File: src/rtl/mult_pkg.sv
// Shared types, default widths and saturation-limit helper for the multiply-accumulate block.
package mult_pkg;

  localparam int IN_WIDTH_DEF  = 16;
  localparam int ACC_WIDTH_DEF = 40;
  localparam int CNT_WIDTH_DEF = 16;

  typedef enum logic [1:0] {
    IDLE  = 2'd0,
    ACCUM = 2'd1,
    HOLD  = 2'd2
  } state_e;

  typedef struct packed {
    logic signed [63:0] max_v;
    logic signed [63:0] min_v;
  } sat_lim_t;

  // Largest and smallest two's-complement values representable in `width` bits (width <= 64).
  function automatic sat_lim_t sat_limits(input int unsigned width);
    sat_lim_t lim;
    lim.min_v = -(64'sd1 <<< (width - 32'd1));
    lim.max_v = (64'sd1 <<< (width - 32'd1)) - 64'sd1;
    return lim;
  endfunction

endpackage

File: src/rtl/acc_sat_add.sv
// Signed accumulator adder with overflow detection; clamps on overflow when ACC_SAT_EN is defined,
// otherwise wraps modulo 2^ACC_WIDTH.
module acc_sat_add
  import mult_pkg::*;
#(
  parameter int ACC_WIDTH = ACC_WIDTH_DEF
) (
  input  logic [ACC_WIDTH-1:0] a_i,
  input  logic [ACC_WIDTH-1:0] b_i,
  output logic [ACC_WIDTH-1:0] sum_o,
  output logic                 ovf_o
);

  logic [ACC_WIDTH-1:0] raw_s;
  logic                 ovf_s;

  assign raw_s = a_i + b_i;
  // Overflow only when both operands share a sign and the result's sign differs.
  assign ovf_s = (a_i[ACC_WIDTH-1] == b_i[ACC_WIDTH-1]) && (raw_s[ACC_WIDTH-1] != a_i[ACC_WIDTH-1]);
  assign ovf_o = ovf_s;

`ifdef ACC_SAT_EN
  localparam sat_lim_t             LIM     = sat_limits(ACC_WIDTH);
  localparam logic [ACC_WIDTH-1:0] ACC_MAX = LIM.max_v[ACC_WIDTH-1:0];
  localparam logic [ACC_WIDTH-1:0] ACC_MIN = LIM.min_v[ACC_WIDTH-1:0];

  // Clamp toward the sign of the operands on overflow.
  always_comb begin
    sum_o = raw_s;
    if (!ovf_s) begin
      sum_o = raw_s;
    end else if (a_i[ACC_WIDTH-1]) begin
      sum_o = ACC_MIN;
    end else begin
      sum_o = ACC_MAX;
    end
  end
`else
  assign sum_o = raw_s;
`endif

endmodule

File: src/rtl/mult_accumulator.sv
// Accumulates a stream of signed products into one sum per in_last-terminated packet.
// Optional ACC_SAT_EN macro selects saturating instead of wrapping accumulation.
module mult_accumulator
  import mult_pkg::*;
#(
  parameter int IN_WIDTH   = IN_WIDTH_DEF,
  parameter int PROD_WIDTH = 2 * IN_WIDTH,
  parameter int ACC_WIDTH  = ACC_WIDTH_DEF,
  parameter int CNT_WIDTH  = CNT_WIDTH_DEF
) (
  input  logic                  clk,
  input  logic                  rst_n,
  input  logic                  in_valid,
  output logic                  in_ready,
  input  logic [PROD_WIDTH-1:0] in_prod,
  input  logic                  in_last,
  output logic                  out_valid,
  input  logic                  out_ready,
  output logic [ACC_WIDTH-1:0]  out_acc,
  output logic [CNT_WIDTH-1:0]  out_count,
  output logic                  out_ovf
);

  state_e               state_q, state_d;
  logic [ACC_WIDTH-1:0] acc_q, acc_d;
  logic [CNT_WIDTH-1:0] cnt_q, cnt_d;
  logic                 ovf_q, ovf_d;
  logic                 in_ready_q, in_ready_d;
  logic                 out_valid_q, out_valid_d;
  logic [ACC_WIDTH-1:0] out_acc_q, out_acc_d;
  logic [CNT_WIDTH-1:0] out_count_q, out_count_d;
  logic                 out_ovf_q, out_ovf_d;

  logic                 xfer_s;
  logic [ACC_WIDTH-1:0] prod_ext_s;
  logic [ACC_WIDTH-1:0] sum_s;
  logic                 add_ovf_s;
  logic [CNT_WIDTH-1:0] cnt_inc_s;
  logic                 ovf_nxt_s;

  assign xfer_s     = in_valid && in_ready_q;
  assign prod_ext_s = ACC_WIDTH'($signed(in_prod));
  assign cnt_inc_s  = cnt_q + CNT_WIDTH'(1);
  assign ovf_nxt_s  = ovf_q | add_ovf_s;

  acc_sat_add #(
    .ACC_WIDTH (ACC_WIDTH)
  ) u_acc_sat_add (
    .a_i   (acc_q),
    .b_i   (prod_ext_s),
    .sum_o (sum_s),
    .ovf_o (add_ovf_s)
  );

  // Next-state, accumulator and result-register logic.
  always_comb begin
    state_d     = state_q;
    acc_d       = acc_q;
    cnt_d       = cnt_q;
    ovf_d       = ovf_q;
    out_valid_d = out_valid_q;
    out_acc_d   = out_acc_q;
    out_count_d = out_count_q;
    out_ovf_d   = out_ovf_q;
    case (state_q)
      IDLE, ACCUM: begin
        if (xfer_s) begin
          acc_d = sum_s;
          cnt_d = cnt_inc_s;
          ovf_d = ovf_nxt_s;
          if (in_last) begin
            out_valid_d = 1'b1;
            out_acc_d   = sum_s;
            out_count_d = cnt_inc_s;
            out_ovf_d   = ovf_nxt_s;
            state_d     = HOLD;
          end else begin
            state_d = ACCUM;
          end
        end else begin
          state_d = state_q;
        end
      end
      HOLD: begin
        // Result registers stay frozen until the consumer takes them.
        if (out_valid_q && out_ready) begin
          acc_d       = '0;
          cnt_d       = '0;
          ovf_d       = 1'b0;
          out_valid_d = 1'b0;
          out_acc_d   = '0;
          out_count_d = '0;
          out_ovf_d   = 1'b0;
          state_d     = IDLE;
        end else begin
          state_d = HOLD;
        end
      end
      default: begin
        acc_d       = '0;
        cnt_d       = '0;
        ovf_d       = 1'b0;
        out_valid_d = 1'b0;
        out_acc_d   = '0;
        out_count_d = '0;
        out_ovf_d   = 1'b0;
        state_d     = IDLE;
      end
    endcase
    in_ready_d = (state_d != HOLD);
  end

  // State and output registers with asynchronous reset.
  always_ff @(posedge clk or negedge rst_n) begin
    if (!rst_n) begin
      state_q     <= IDLE;
      acc_q       <= '0;
      cnt_q       <= '0;
      ovf_q       <= 1'b0;
      in_ready_q  <= 1'b0;
      out_valid_q <= 1'b0;
      out_acc_q   <= '0;
      out_count_q <= '0;
      out_ovf_q   <= 1'b0;
    end else begin
      state_q     <= state_d;
      acc_q       <= acc_d;
      cnt_q       <= cnt_d;
      ovf_q       <= ovf_d;
      in_ready_q  <= in_ready_d;
      out_valid_q <= out_valid_d;
      out_acc_q   <= out_acc_d;
      out_count_q <= out_count_d;
      out_ovf_q   <= out_ovf_d;
    end
  end

  assign in_ready  = in_ready_q;
  assign out_valid = out_valid_q;
  assign out_acc   = out_acc_q;
  assign out_count = out_count_q;
  assign out_ovf   = out_ovf_q;

endmodule

File: config.mk
export PLATFORM = sky130hd
export DESIGN_NAME = mult_accumulator
export DESIGN_NICKNAME = d
export VERILOG_FILES = /design/src/rtl/mult_pkg.sv /design/src/rtl/acc_sat_add.sv /design/src/rtl/mult_accumulator.sv
export SDC_FILE = /design/constraint.sdc
export NUM_CORES = 1
export LEC_CHECK = 0
export BUFFER_PORTS_ARGS = -buffer_cell sky130_fd_sc_hd__buf_2
export CAP_MARGIN = 25
export CORE_MARGIN = 8
export CORE_UTILIZATION = 50
export CTS_BUF_LIST = sky130_fd_sc_hd__clkbuf_4 sky130_fd_sc_hd__clkbuf_8
export DETAILED_ROUTE_END_ITERATION = 6
export PLACE_DENSITY_LB_ADDON = 0.08
export SETUP_SLACK_MARGIN = 0.5
export SYNTH_ARGS = -nofsm -noshare
export SYNTH_HDL_FRONTEND = slang
export SYNTH_SLANG_ARGS = --single-unit
File: constraint.sdc
create_clock -name clk -period 3.5 [get_ports clk]
set_clock_uncertainty 0.05 [all_clocks]
set_input_delay 0.525 -clock clk [delete_from_list [all_inputs] [get_ports clk]]
set_output_delay 0.525 -clock clk [all_outputs]
set_load 0.005 [all_outputs]
==> results of run 1 <==
-- where the power goes --
part	switching, mW	leakage [nW]	internal, mW	total [mW]
Combinational	0.109	2.15	0.0542	0.164
Clock	0.611	0.198	0.706	1.32
Sequential	0	1.64	1.36	1.36
Total	0.720	3.99	2.12	2.84
-- what timing repair did --
| action | 4_1_cts | 5_1_grt |
|---|---|---|
| pin swaps | 3 | 4 |
| setup buffers | 0 | 4 |
| setup endpoints to repair | 17 | 26 |
| gates resized for setup | 6 | 8 |
-- logic make-up after synthesis --
| family | share of synthesized area |
|---|---|
| compound gates | 0.2411 |
| buf+inv | 0.03665 |
| flops | 0.4138 |
| simple gates | 0.1631 |
| fa+ha+maj | 0.07294 |
| mux | 0.01403 |
| xor+xnor | 0.05839 |
-- synth_stat cells (2+ instances only) --
cell,instances
mux2i_1,10
nor3_1,18
a211o_1,2
or2_2,3
nand3_1,21
a41oi_1,4
dfrtp_1,118
ha_1,40
or3_1,4
o21bai_1,6
and3_1,18
a21o_1,16
xor2_1,22
nor2_1,24
a211oi_1,5
a22oi_1,2
a221o_1,2
inv_1,10
o31ai_1,28
o21ai_0,85
nand4_1,11
a221oi_1,4
a22o_1,18
and4_1,3
a21o_2,3
nor4_1,2
clkbuf_1,35
o31a_1,2
nand2_1,143
o221ai_1,3
o21ai_2,2
xnor2_1,23
clkbuf_8,4
a31oi_1,6
nor2b_1,3
o211ai_1,5
buf_1,4
a21oi_1,59
and2_1,4
-- layout make-up --
class                      instances  area share
clock buffer                      17     0.02844
sequential                       118      0.3589
inverter                          11    0.005018
clock inverter                    15     0.02175
tap                              180     0.02737
timing repair buffer             110     0.07223
multi-input combinational        620      0.4863
-- final timing paths --
check	cells past startpoint	slack, ps	to
setup / recovery	10	650	acc_q[18]
hold / removal	1	100	out_count[3]
setup reg to reg	10	650	acc_q[18]
hold reg to reg	2	420	out_count[4]
max in group asynchronous	2	2290	cnt_q[10]
min in group clk	3	390	state_q[0]
-- per-stage QoR --
step                      worst slack, ps  total power, mW  hold WS [ps]
after floorplan                     609.3            1.475         179.4
after global placement              125.6            1.547         404.2
after detailed placement            20.17            1.550         411.3
after CTS                           483.8            2.869         102.2
after global routing                505.2            2.945         142.3
final                               649.5            2.843         95.87
-- flip-flops by register name (all words and copies together), names as in the netlist --
signal,flops
acc_q,40
out_acc,40
cnt_q,16
out_count,16
state_q,2
in_ready,1
out_ovf,1
out_valid,1
ovf_q,1
-- routing by layer --
layer	share of wire	up-vias	wire [um]	global-route usage
li1	-	3066	-	-
met5	0.00069	-	13	0
met2	0.48	160	9016	0.3320
met4	0.010	2	197	0.06416
met3	0.058	17	1096	0.06083
met1	0.45	3094	8484	0.2668
-- critical path, cell delays in order, from the launching register on --
cell and delay [ps]:
dfrtp_1 390, ha_1 240, fa_2 360, a21o_2 220
a221oi_4 340, nor3_2 120, o221ai_2 210, nor2b_1 310
o21bai_1 120, xor2_1 170, a22o_1 210
==> impl_metrics.env, run 1 <==
export IMPL_startpoint="acc_q[0]"
export IMPL_wire_per_inst_um=17.56
export IMPL_dpl_cell_area_um2=7709
export IMPL_end_kind="flop"
export IMPL_regArea_um2=2953
export IMPL_clkLatencyLatePin_ps=450
export IMPL_setup_tns_ps=0
export IMPL_hold_path_class="in2async"
export IMPL_syn2layout_area_growth_pct=15.31
export IMPL_status="complete, no violations"
export IMPL_netlist_cell_type_count=62
export IMPL_arrival_ps=3120
export IMPL_final_cells=1071
export IMPL_antenna_cells=0
export IMPL_max_clock_freq_mhz=350.8
export IMPL_fin_util=0.5905
export IMPL_power_density_nw_per_um2=345.5
export IMPL_netlist_instances=795
export IMPL_grt_pass1_vias=6133
export IMPL_crit_required_ps=3770
export IMPL_vdd_drop_max_uv=385.9
export IMPL_cts_sink_count=118
export IMPL_grt_use_total=0.2080
export IMPL_grt_max_degree=99
export IMPL_multi_input_area_um2=4001
export IMPL_final_common_cell="nand2_1"
export IMPL_cts_root_buf="clkbuf_8"
export IMPL_slew_headroom=0.3535
export IMPL_portBuffers=95
export IMPL_cts_buffer_depth=2
export IMPL_first_pass_iters=5
export IMPL_postLayoutCellArea_um2=8228
export IMPL_post_route_period_util=0.8144
export IMPL_overflow=0
export IMPL_die_x_um=135.5
export IMPL_cap_viol_max_count=0
export IMPL_cts_tree="built"
export IMPL_row_count=43
export IMPL_placed_cells=1034
export IMPL_r2r_start="acc_q[0]"
export IMPL_cts_buffers=17
export IMPL_syn_avg_cell_area_um2=8.976
export IMPL_worst_setup_path_type="reg2reg"
export IMPL_synth_top_cell_area_share=0.4138
export IMPL_ys_async_sr_fraction=1.000
export IMPL_drive_gt1_frac=0.1908
export IMPL_synth_top_area_cell="dfrtp_1"
export IMPL_dpl_hpwl_um=13320
export IMPL_synth_ff_type="dfrtp_1"
export IMPL_seq_area_frac_synth=0.4138
export IMPL_final_hold_viol_count=0
export IMPL_die_area_um2=18350
export IMPL_yosysWarningCount=0
export IMPL_grt_pass1_wl_um=30830
export IMPL_core_um2=13930
export IMPL_fill_cells=1235
export IMPL_final_cell_mix="nand2_1 (143), dfrtp_1 (118), buf_2 (94)"
export IMPL_io_pins=96
export IMPL_drv_slew=0
export IMPL_antenna_found_initial=1
export IMPL_synth_seq_cells=118
export IMPL_start_util=0.5121
export IMPL_drtIter0Drc=496
export IMPL_synthTopCellsByArea="dfrtp_1 (41%), nand2_1 (7.5%), ha_1 (7.0%)"
export IMPL_final_nets=956
export IMPL_period_needed_ps=2850
export IMPL_mappedNetlistArea_um2=7136
export IMPL_ant_nets=0
export IMPL_rsz0062_at_grt="false"
export IMPL_worst_pin_slew_ps=969.7
export IMPL_critPathLaunchType="flop"
export IMPL_synth_edf_count=0
export IMPL_routed_wl_um=18810
export IMPL_critPathMaxFanout=4
export IMPL_clk_pin_slew_ps=80
export IMPL_die_height_um=135.5
export IMPL_finalSetupViolCount=0
export IMPL_viasPerCell=5.919
export IMPL_via_count=6339
export IMPL_routabilityCongestion=0.9284
export IMPL_hold_buffers=0
export IMPL_syn_num_nets=873
export IMPL_cts_max_level=4
export IMPL_post_route_drc_count=0
export IMPL_leakage_nw=3.992
(Power assumes the default switching activity.)
==> run 2: changes to the inputs <==
==> constraint.sdc (replaced) <==
create_clock -name clk -period 2.7 [get_ports clk]
set_clock_uncertainty 0.05 [all_clocks]
set_input_delay 0.405 -clock clk [delete_from_list [all_inputs] [get_ports clk]]
set_output_delay 0.405 -clock clk [all_outputs]
set_load 0.005 [all_outputs]
==> run 2 against run 1 <==
The run now ends with negative setup slack left. Wire length grew 8.8%. First-iteration DRC count fell by 48%. Clock power is 28% higher. Cell count grew 8.0%. Global-route usage is 1.7 points higher. Power increased by 32%. Core utilization up 9.1 points. Largest cell class unchanged. Sequential cell count did not move. Setup slack got worse by 690 ps. Hold slack improved by 160 ps. Maximum frequency is 4.1% higher. Die area did not move.
==> impl_metrics.env, run 2 (synthesis results as in run 1) <==
export IMPL_io_pins=96
export IMPL_post_route_drc_count=0
export IMPL_slew_headroom=0.5234
export IMPL_via_count=6536
export IMPL_final_nets=1042
export IMPL_end_kind="flop"
export IMPL_die_height_um=135.5
export IMPL_placed_cells=1102
export IMPL_grt_max_degree=99
export IMPL_cts_sink_count=118
export IMPL_clkLatencyLatePin_ps=430
export IMPL_cap_viol_max_count=0
export IMPL_portBuffers=95
export IMPL_post_route_period_util=1.014
export IMPL_critPathMaxFanout=4
export IMPL_die_x_um=135.5
export IMPL_leakage_nw=4.558
export IMPL_final_common_cell="nand2_1"
export IMPL_overflow=0
export IMPL_crit_required_ps=2970
export IMPL_postLayoutCellArea_um2=9494
export IMPL_worst_pin_slew_ps=713.0
export IMPL_cts_buffers=17
export IMPL_drive_gt1_frac=0.3286
export IMPL_reg2reg_slack_ps=-40
export IMPL_setup_tns_ps=-39.71
export IMPL_status="complete, but fails checks"
export IMPL_wire_per_inst_um=17.68
export IMPL_first_pass_iters=4
export IMPL_grt_pass1_vias=6758
export IMPL_row_count=43
export IMPL_ant_nets=0
export IMPL_antenna_cells=0
export IMPL_grt_pass1_wl_um=33250
export IMPL_critPathLaunchType="flop"
export IMPL_max_clock_freq_mhz=365.2
export IMPL_syn2layout_area_growth_pct=33.05
export IMPL_drv_slew=0
export IMPL_core_um2=13930
export IMPL_dpl_cell_area_um2=8449
export IMPL_viasPerCell=5.649
export IMPL_antenna_found_initial=1
export IMPL_final_hold_viol_count=0
export IMPL_routabilityCongestion=0.8713
export IMPL_worst_setup_path_type="reg2reg"
export IMPL_vdd_drop_max_uv=362.6
export IMPL_cts_max_level=4
export IMPL_period_needed_ps=2738
export IMPL_cts_buffer_depth=2
export IMPL_rsz0062_at_grt="true"
export IMPL_drtIter0Drc=260
export IMPL_violations="negative setup slack"
export IMPL_finalSetupViolCount=2
export IMPL_grt_use_total=0.2254
export IMPL_arrival_ps=3010
export IMPL_dpl_hpwl_um=14730
export IMPL_clk_pin_slew_ps=80
export IMPL_routed_wl_um=20450
export IMPL_die_area_um2=18350
export IMPL_layout_setup_ws_ps=-38.38
export IMPL_power_density_nw_per_um2=394.5
export IMPL_hold_path_class="in2reg"
export IMPL_start_util=0.5121
export IMPL_final_cells=1157
export IMPL_cts_root_buf="clkbuf_8"
export IMPL_fill_cells=1134
export IMPL_final_cell_mix="nand2_1 (141), dfrtp_1 (115), buf_2 (94)"
export IMPL_cts_tree="built"
export IMPL_place_ws_ps=-290.5
run 2: critical path, stage by stage, from the launching register on:
cell and delay, ps:
dfrtp_1 420, ha_4 240, a211oi_4 240, o211ai_2 150, and3_1 170, or3_4 360
o31ai_4 330, a21oi_2 100, or3_1 320, a32o_1 260
run 2: final timing paths:
kind | depth (start not counted) | endpoint | startpoint
worst max-delay path | 9 | acc_q[33] | acc_q[1]
worst min register to register | 2 | out_count[3] | out_count[3]
worst max register to register | 9 | acc_q[33] | acc_q[1]
max in group asynchronous | 3 | state_q[1] | rst_n
min in group asynchronous | 2 | out_count[7] | rst_n
worst min-delay path | 4 | out_valid | out_ready
run 2: what timing repair did:
item                       in CTS  in global routing
hold buffers                    1                  0
pin swaps                      34                 22
setup buffers                   8                 14
hold endpoints to repair       38                  0
setup endpoints to repair      90                 82
gates resized for setup        71                 42
run 2: report_power, final:
group | total, mW | internal [mW] | leakage, nW | switching, mW
sequential | 1.77 | 1.77 | 1.64 | 0
combinational | 0.290 | 0.123 | 2.72 | 0.168
clock | 1.69 | 0.917 | 0.199 | 0.772
run 2: stage by stage:
stage | hold slack, ps | util | power, mW
detailed placement | 382.0 | 0.6064 | 2.065
CTS | 224.5 | 0.6594 | 3.772
floorplan | 59.41 | - | 1.921
global route | 259.3 | 0.6813 | 3.895
global placement | 373.3 | 0.6055 | 2.061
finish | 259.9 | 0.6813 | 3.746
run 2: metal layers:
metal,routed length (um),GRT usage,up-vias
li1,-,-,3239
met1,8972,0.2816,3134
met2,10070,0.3788,135
met3,998,0.05378,26
met4,399,0.06724,2
met5,11,0,-
run 2: layout make-up:
type / instances / area [um2] / share of cell area
Tap cell: 180 / 225.2 / 0.02372
Timing Repair Buffer: 196 / 1329 / 0.1400
Sequential cell: 118 / 2957 / 0.3114
Clock inverter: 15 / 178.9 / 0.01885
Multi-Input combinational cell: 620 / 4528 / 0.4769
Inverter: 11 / 42.54 / 0.004481
Clock buffer: 17 / 234.0 / 0.02464
==> run 3: changes to the inputs <==
==> constraint.sdc (replaced) <==
create_clock -name clk -period 2.7 [get_ports clk]
set_clock_uncertainty 0.05 [all_clocks]
set_input_delay 0.135 -clock clk [delete_from_list [all_inputs] [get_ports clk]]
set_output_delay 0.135 -clock clk [all_outputs]
set_load 0.005 [all_outputs]
==> run 3 against run 2 <==
The flow still finishes with violations (negative setup slack). Setup slack worse by 14 ps. Cell area down 1.6%. Hold slack got worse by 180 ps. Clock power fell by 11%. Highest routed layer unchanged. Sequential share of layout area increased by 0.48 points. Sequential power is essentially flat.
==> impl_metrics.env, run 3 (synthesis results as in run 1) <==
export IMPL_status="complete, but fails checks"
export IMPL_violations="negative setup slack"
export IMPL_row_count=43
export IMPL_wire_per_inst_um=18.09
export IMPL_clkLatencyLatePin_ps=450
export IMPL_die_x_um=135.5
export IMPL_cap_viol_max_count=0
export IMPL_critPathLaunchType="flop"
export IMPL_core_um2=13930
export IMPL_grt_use_total=0.2214
export IMPL_via_count=6599
export IMPL_post_route_drc_count=0
export IMPL_cts_buffer_depth=2
export IMPL_routed_wl_um=20410
export IMPL_switching_power_mw=0.9524
export IMPL_drive_gt1_frac=0.3175
export IMPL_fill_cells=1179
export IMPL_drtIter0Drc=379
export IMPL_die_height_um=135.5
export IMPL_routabilityCongestion=0.8833
export IMPL_overflow=0
export IMPL_final_cell_mix="nand2_1 (140), dfrtp_1 (116), buf_2 (94)"
export IMPL_startpoint="acc_q[0]"
export IMPL_first_pass_iters=5
export IMPL_layout_setup_ws_ps=-52.61
export IMPL_clk_pin_slew_ps=80
export IMPL_postLayoutCellArea_um2=9345
export IMPL_dpl_hpwl_um=13650
export IMPL_crit_chain="ha_4 -> fa_2 -> a21o_4 -> a221oi_4 -> nor3_4 -> o221ai_2 -> buf_4 -> a21oi_4 -> a21boi_4 -> mux2i_1 -> nand2_1"
export IMPL_final_hold_viol_count=0
export IMPL_switching_share=0.2678
export IMPL_worstSetupPathDepth=11
export IMPL_final_common_cell="nand2_1"
export IMPL_r2r_start="acc_q[0]"
export IMPL_syn2layout_area_growth_pct=30.97
export IMPL_power_density_nw_per_um2=380.6
export IMPL_cts_root_buf="clkbuf_8"
export IMPL_io_pins=96
export IMPL_end_kind="flop"
export IMPL_finalSetupViolCount=13
export IMPL_drv_slew=0
export IMPL_regArea_um2=2955
export IMPL_pwr_share_seq=0.497
export IMPL_start_util=0.5121
export IMPL_die_area_um2=18350
export IMPL_cts_tree="built"
export IMPL_final_nets=1013
export IMPL_antenna_found_initial=1
export IMPL_rsz0062_at_grt="true"
export IMPL_cts_sink_count=118
export IMPL_place_ws_ps=-124.5
export IMPL_grt_max_degree=119
export IMPL_critical_path_slowest_cell="dfrtp_1"
export IMPL_fin_util=0.6706
export IMPL_period_needed_ps=2753
export IMPL_crit_buf_inv=1
export IMPL_endpoint="out_acc[34]"
export IMPL_whs_ps=76.23
export IMPL_multi_input_area_um2=4612
export IMPL_worst_setup_path_type="reg2reg"
export IMPL_critPathTopFamily="compound AO/OA/AOI/OAI gates"
export IMPL_p_clk_frac=0.426
export IMPL_crit_required_ps=2990
export IMPL_cts_max_level=4
export IMPL_post_route_period_util=1.019
export IMPL_hold_path_class="in2reg"
export IMPL_slew_headroom=0.5207
export IMPL_dpl_cell_area_um2=8145
export IMPL_grt_pass1_vias=6476
export IMPL_grt_pass1_wl_um=32640
export IMPL_cts_buffers=17
export IMPL_critPathMaxFanout=4
export IMPL_arrival_ps=3040
export IMPL_ant_nets=0
export IMPL_max_clock_freq_mhz=363.3
export IMPL_vdd_drop_max_uv=248.6
export IMPL_r2r_cells=11
export IMPL_worst_pin_slew_ps=716.9
export IMPL_reg2reg_slack_ps=-50
export IMPL_antenna_cells=0
export IMPL_combPwrFrac=0.078
export IMPL_leakage_nw=4.459
export IMPL_timing_rr_end="out_acc[34]"
export IMPL_slowest_delay_ps=420
export IMPL_portBuffers=95
export IMPL_viasPerCell=5.850
export IMPL_setup_tns_ps=-338.3
export IMPL_intPower_mw=2.605
## run 3: routing by layer
| metal | vias to the layer above | global-route usage | share of wire |
|---|---|---|---|
| met5 | - | 0 | 0.00049 |
| met4 | 2 | 0.07279 | 0.018 |
| met3 | 33 | 0.05527 | 0.056 |
| met2 | 170 | 0.3780 | 0.50 |
| met1 | 3219 | 0.2674 | 0.43 |
| li1 | 3175 | - | - |
## run 3: what timing repair did
item	4_1_cts	5_1_grt
resized for setup	82	57
pin swaps	43	32
hold buffers	3	0
buffers inserted	14	12
hold endpoints to repair	121	0
cloned	0	1
setup endpoints to repair	82	86
## run 3: worst register-to-register path: stages (launching register included)
cell and delay [ps]:
dfrtp_1 420, ha_4 190, fa_2 360, a21o_4 220, a221oi_4 320, nor3_4 110, o221ai_2 170, buf_4 150
a21oi_4 90, a21boi_4 270, mux2i_1 220, nand2_1 70
## run 3: worst min-delay path by stage
| stage | depth (start not counted) | to | startpoint | slack (ps) |
|---|---|---|---|---|
| floorplan | 0 | acc_q[0] | rst_n | -210 |
| global placement | 2 | out_count[6] | rst_n | 230 |
| detailed placement | 2 | out_count[7] | rst_n | 230 |
| CTS | 3 | state_q[0] | in_last | 50 |
| global route | 3 | state_q[0] | in_last | 70 |
| finish | 3 | state_q[0] | in_last | 80 |
## run 3: power groups by stage
| stage | clock [mW] | combinational [mW] | sequential, mW |
|---|---|---|---|
| after global routing | 1.63 | 0.304 | 1.77 |
| after floorplan | 0 | 0.118 | 1.80 |
| final | 1.51 | 0.276 | 1.77 |
| after detailed placement | 0 | 0.240 | 1.80 |
| after CTS | 1.55 | 0.264 | 1.77 |
| after global placement | 0 | 0.236 | 1.80 |
## run 3: through the flow
| step | cells | power [mW] |
|---|---|---|
| 3_3_place_gp | 1065 | 2.037 |
| 5_1_grt | 1128 | 3.699 |
| 2_1_floorplan | 795 | 1.919 |
| 6_report | 1128 | 3.557 |
| 3_5_place_dp | 1066 | 2.041 |
| 4_1_cts | 1115 | 3.580 |
## run 3: layout make-up
type                       count  area share
clock buffer                  17     0.02504
clock inverter                15     0.01406
inverter                      11    0.004552
multi-input combinational    620      0.4935
sequential                   118      0.3162
tap                          180     0.02410
timing repair buffer         167      0.1225
